**src/rtl/sprite_draw_ctrl.sv**
```systemverilog
// Sequencer for the VGA draw datapath: sprite draw and full-screen clear scans.
// Optional DRAW_ROM_PIPE_EN: x/y/plot/black registered one stage behind romAddr for sync-read ROMs.
module sprite_draw_ctrl #(
  parameter int SPRITE_W = 40,
  parameter int SPRITE_H = 40,
  parameter int SCREEN_W = 160,
  parameter int SCREEN_H = 120,
  parameter int ADDR_W   = 15
) (
  input  logic              clk,
  input  logic              resetn,
  input  logic              drawReq,
  input  logic              clearReq,
  input  logic [4:0]        spriteSel,
  input  logic [3:0]        posSel,
  input  logic [1:0]        rowSel,
  input  logic [7:0]        xInit,
  input  logic [6:0]        yInit,
  output logic              drawAck,
  output logic [3:0]        xInitSel,
  output logic [1:0]        yInitSel,
  output logic              xInitLoad,
  output logic              yInitLoad,
  output logic [7:0]        x,
  output logic [6:0]        y,
  output logic [ADDR_W-1:0] romAddr,
  output logic [4:0]        memorySel,
  output logic              black,
  output logic              plot,
  output logic              busy,
  output logic              done
);

  // state | meaning: IDLE wait for request | LOAD program xInit/yInit | SETTLE registers settle
  //   SCAN one pixel per cycle | DRAIN flush pixel pipe stage | FINISH done pulse
  typedef enum logic [2:0] {
    S_IDLE, S_LOAD, S_SETTLE, S_SCAN, S_DRAIN, S_FINISH
  } state_t;

  state_t state, state_nxt;

  logic              clr_q;
  logic [4:0]        spr_q;
  logic [3:0]        xsel_q;
  logic [1:0]        ysel_q;
  logic [7:0]        col;
  logic [6:0]        row;
  logic [ADDR_W-1:0] addr;
  logic [7:0]        box_w;
  logic [6:0]        box_h;
  logic              accept;
  logic              scanning;
  logic              last_row;
  logic              last_col;
  logic              last_px;
  logic [7:0]        px_x;
  logic [6:0]        px_y;
  logic              px_on;

  assign box_w    = clr_q ? 8'(SCREEN_W) : 8'(SPRITE_W);
  assign box_h    = clr_q ? 7'(SCREEN_H) : 7'(SPRITE_H);
  assign last_row = (row == box_h - 7'd1);
  assign last_col = (col == box_w - 8'd1);
  assign last_px  = last_row && last_col;

  always_ff @(posedge clk or negedge resetn) begin
    if (!resetn) state <= S_IDLE;
    else         state <= state_nxt;
  end

  always_comb begin
    state_nxt = state;
    accept    = 1'b0;
    drawAck   = 1'b0;
    xInitLoad = 1'b0;
    yInitLoad = 1'b0;
    busy      = 1'b1;
    done      = 1'b0;
    scanning  = 1'b0;
    case (state)
      S_IDLE: begin
        busy = 1'b0;
        if (clearReq || drawReq) begin
          accept    = 1'b1;
          drawAck   = 1'b1;
          state_nxt = S_LOAD;
        end
      end
      S_LOAD: begin
        xInitLoad = 1'b1;
        yInitLoad = 1'b1;
        state_nxt = S_SETTLE;
      end
      S_SETTLE: state_nxt = S_SCAN;
      S_SCAN: begin
        scanning = 1'b1;
`ifdef DRAW_ROM_PIPE_EN
        if (last_px) state_nxt = S_DRAIN;
`else
        if (last_px) state_nxt = S_FINISH;
`endif
      end
      S_DRAIN: state_nxt = S_FINISH;
      S_FINISH: begin
        done      = 1'b1;
        state_nxt = S_IDLE;
      end
      default: state_nxt = S_IDLE;
    endcase
  end

  // Clear jobs always start at the origin, so their select codes are forced to 0.
  always_ff @(posedge clk or negedge resetn) begin
    if (!resetn) begin
      clr_q  <= 1'b0;
      spr_q  <= '0;
      xsel_q <= '0;
      ysel_q <= '0;
    end else if (accept) begin
      clr_q  <= clearReq;
      spr_q  <= spriteSel;
      xsel_q <= clearReq ? 4'd0 : posSel;
      ysel_q <= clearReq ? 2'd0 : rowSel;
    end
  end

  always_ff @(posedge clk or negedge resetn) begin
    if (!resetn) begin
      col  <= '0;
      row  <= '0;
      addr <= '0;
    end else if (state == S_LOAD) begin
      col  <= '0;
      row  <= '0;
      addr <= '0;
    end else if (scanning) begin
      if (last_px) begin
        col  <= '0;
        row  <= '0;
        addr <= '0;
      end else begin
        addr <= addr + ADDR_W'(1);
        if (last_row) begin
          row <= '0;
          col <= col + 8'd1;
        end else begin
          row <= row + 7'd1;
        end
      end
    end
  end

  assign px_x  = xInit + col;
  assign px_y  = yInit + row;
  assign px_on = ({1'b0, px_x} < 9'(SCREEN_W)) && ({1'b0, px_y} < 8'(SCREEN_H));

  assign romAddr   = addr;
  assign memorySel = busy ? spr_q  : 5'd0;
  assign xInitSel  = busy ? xsel_q : 4'd0;
  assign yInitSel  = busy ? ysel_q : 2'd0;

`ifdef DRAW_ROM_PIPE_EN
  // Black drops one cycle after FINISH is reached so it is already low back in IDLE.
  always_ff @(posedge clk or negedge resetn) begin
    if (!resetn) begin
      x     <= '0;
      y     <= '0;
      plot  <= 1'b0;
      black <= 1'b0;
    end else begin
      x     <= scanning ? px_x : 8'd0;
      y     <= scanning ? px_y : 7'd0;
      plot  <= scanning && px_on;
      black <= clr_q && busy && (state != S_FINISH);
    end
  end
`else
  assign x     = scanning ? px_x : 8'd0;
  assign y     = scanning ? px_y : 7'd0;
  assign plot  = scanning && px_on;
  assign black = clr_q && busy;
`endif

endmodule
```
**config.mk**
```make
export PLATFORM = sky130hd
export DESIGN_NAME = sprite_draw_ctrl
export DESIGN_NICKNAME = d
export VERILOG_FILES = /design/src/rtl/sprite_draw_ctrl.sv
export SDC_FILE = /design/constraint.sdc
export NUM_CORES = 1
export LEC_CHECK = 0
export ABC_AREA = 1
export BUFFER_PORTS_ARGS = -buffer_cell sky130_fd_sc_hd__buf_2
export CAP_MARGIN = 20
export CORE_ASPECT_RATIO = 1.1
export CORE_UTILIZATION = 55
export CTS_CLUSTER_SIZE = 40
export DETAILED_ROUTE_END_ITERATION = 12
export PLACE_DENSITY = 0.82
export SYNTH_ARGS = -nofsm -noshare
export SYNTH_HDL_FRONTEND = slang
export SYNTH_SLANG_ARGS = --single-unit
export TNS_END_PERCENT = 30
```
**constraint.sdc**
```tcl
create_clock -name clk -period 2.5 [get_ports clk]
set_clock_uncertainty 0.2 [all_clocks]
set_input_delay 0.5 -clock clk [delete_from_list [all_inputs] [get_ports clk]]
set_output_delay 0.5 -clock clk [all_outputs]
set_load 0.02 [all_outputs]
```
==> results_dict.tcl <==
set metrics [dict create \
    fin_nets 620 \
    post-route-min-period_ns 2.72 \
    muxShareOfSynthArea 0 \
    cp.arrival_ns 2.02 \
    port_buffers 77 \
    crit_top_cell "nand2_1" \
    setup_slack_ns -0.217 \
    drtAntennaViolNets 0 \
    antenna_found_initial 0 \
    start_kind "flop" \
    dp_cells 639 \
    use_met1 0.319 \
    layout-drive-gt1-share 0.316 \
    drt-initial-drc-count 145 \
    synth-simple-area-share 0.340 \
    synthArstFlopShare 1.00 \
    htree_levels 2 \
    drc 0 \
    area_growth_pct 24.2 \
    synth_edf_count 0 \
    cts.path.max_buffers 2 \
    crit_path_max_incr_delay_ns 0.36 \
    yosysSeqAreaShare 0.325 \
    p_leak_nw 2.24 \
    clockRootBuffer "clkbuf_8" \
    crit_chain "ha_2, inv_2, fa_2, inv_2, buf_4, nand2_1, nand3_1, nand2_1, nand2_1, nand3_1, nand2_1, nor2_2, buf_6" \
    vias 3410 \
    crit_type "flop to output pin" \
    final_util 0.728 \
    setup_violations 5 \
    seqCellArea_um2 1130 \
    cts.sinks 45 \
    synth-xor-area-share 0.0505 \
    num_io_pins 78 \
    antennaDiodeCount 0 \
    grt_overflow_total 0 \
    path_clk_slew_ns 0.08 \
    synth.most_common_cell "nand2_1" \
    grt_pass1_vias 3300 \
    grt_usage 0.264 \
    postPlaceCellArea_um2 4010 \
    synth_top_family_by_area "simple AND/OR/NAND/NOR gates" \
    cpLargestDelayFamily "adder cells" \
    core_area_um2 5910 \
    grt_pass1_wl_um 14000 \
    irDropWorstVdd_mv 0.713 \
    vias_per_cell 5.25 \
    numCtsBuffers 5 \
    drt_wl_total_um 8370 \
    required_ns 1.80 \
    yosys.area.top_type "dfrtp_1" \
    rsz0062_at_grt "true" \
    hold_violations 0 \
    die_y_um 85.3 \
    hp-class "primary input to flop" \
    ys_ff_latch 45 \
    setup_tns_ns -0.469 \
    nFillCells 483 \
    num_rows 29 \
    cts_tree "done" \
    ys_types 38 \
    status "finished, violations left" \
    avgSynthCellArea_um2 7.29 \
    rrSetupSlack_ns 0.52 \
    met3_usage 0.0409 \
    initial_utilization 0.587 \
    grt.met2_usage 0.463 \
    syn_inst 476 \
    multi_input_area_um2 2090 \
    pwr_density_cell_nw_per_um2 777 \
    netlist_area_um2 3470 \
    violations "negative setup slack" \
    dr.pass1.iters 5 \
    critPathBufInv 4 \
    slowest_stage "dfrtp_1" \
    synth_fa_ha_area_frac 0.0692 \
    yosysTopAreaCellShare 0.325 \
    end_kind "output pin" \
    layoutNonFillerInstCount 649 \
    wl_per_cell_um 12.9 \
    final_area_um2 4310 \
    grt_max_degree 24 \
    finalWeightedCongestion 0.897 \
    grt-busiest-layer "met2" \
    timing.fmax_mhz 368 \
    max_cap_violations 0 \
    maxSlewViolCount 0 \
    slew_headroom 0.663 \
    dieArea_um2 6630 \
    period_share 1.09 \
    worstPathMaxFanout 3 \
    dp_hpwl_um 6230 \
    tightestPinTransition_ns 0.506 \
    ys_top_cells_by_area "dfrtp_1 (32%), nand2_1 (12%), inv_1 (7.7%)" \
    ys.flop_type "dfrtp_1" \
    synth_fp_nets 524 \
    worstSkewPairLatency_ns 0.29 \
    ys_warn_count 0 \
    die_w_um 77.7 \
    yosys-top-cells-count "nand2_1 (110), inv_1 (71), nor2_1 (48)" \
    synth_compound_area_frac 0.0966 \
]
## layer usage
metal / vias to the layer above / routed length (um) / part of all wire
met4: 0 / 188 / 0.022
met5: - / 0 / 0
li1: 1693 / - / -
met3: 18 / 374 / 0.045
met1: 1583 / 3620 / 0.43
met2: 116 / 4180 / 0.50
## tightest hold or removal path: stages
cell     delay (ns)
buf_2          0.07
nand2_1        0.04
o21ai_1        0.06
## kinds of logic (layout without fill, tap and decap cells)
| family | Yosys count | in the layout |
|---|---|---|
| buffers and inverters | 93 | 189 |
| and+or+nand+nor | 245 | 245 |
| adders and majority gates | 18 | 18 |
| DFF | 45 | 45 |
| AOI/OAI and AO/OA | 55 | 55 |
| xor gates and xnor gates | 20 | 20 |
## flip-flops by register name (all words and copies together), names as in the netlist
signal	flops
romAddr	15
xsel_q	4
state	3
ysel_q	2
col	8
clr_q	1
spr_q	5
row	7
## per-stage QoR
| stage | power [mW] | hold WS [ns] | worst slack, ns |
|---|---|---|---|
| 4_1_cts | 3.31 | 0.208 | -0.157 |
| 5_1_grt | 3.60 | 0.218 | -0.315 |
| 3_3_place_gp | 2.75 | 0.295 | -0.115 |
| 6_report | 3.35 | 0.215 | -0.217 |
| 3_5_place_dp | 2.79 | 0.299 | -0.160 |
| 2_1_floorplan | 2.35 | 0.00441 | 0.0337 |
## cells in the final DEF (no fill, tap or decap), drive strengths merged
master	n
nand3	50
or2	1
inv	81
a21oi	17
nor2	57
nor4	1
xor2	17
buf	100
dlygate4sd3	1
fa	2
o22ai	7
nand2	118
ha	16
clkbuf	7
o21bai	1
dfrtp	45
nand4	7
nand3b	3
nor3	7
o21ai	30
nor3b	1
xnor2	3
## timing repair
action / in CTS / in global routing
hold endpoints to repair: 21 / 0
hold buffers: 1 / 0
setup endpoints to repair: 9 / 11
buffers inserted: 3 / 2
pin swaps: 5 / 1
resized for setup: 21 / 22
## final timing paths
check	startpoint	end	cells past startpoint
max in group asynchronous	resetn	col[2]	3
min	spriteSel[4]	spr_q[4]	3
min reg2reg	xsel_q[1]	xsel_q[1]	2
min in group asynchronous	resetn	romAddr[10]	2
max reg2reg	row[0]	romAddr[9]	10
max	row[0]	plot	13
## power breakdown
part           switching (mW)  internal, mW
sequential              0.125         0.873
clock                   0.236         0.220
combinational            1.24         0.656
total                    1.60          1.75
## final cells by class
class | instances | share of cell area
well taps | 77 | 0.0224
multi-input cells | 338 | 0.484
inverters | 81 | 0.0729
flip-flops and latches | 45 | 0.262
clock buffers | 7 | 0.0200
repair buffers | 101 | 0.138
Note: power is estimated with default switching activity, not from simulation.
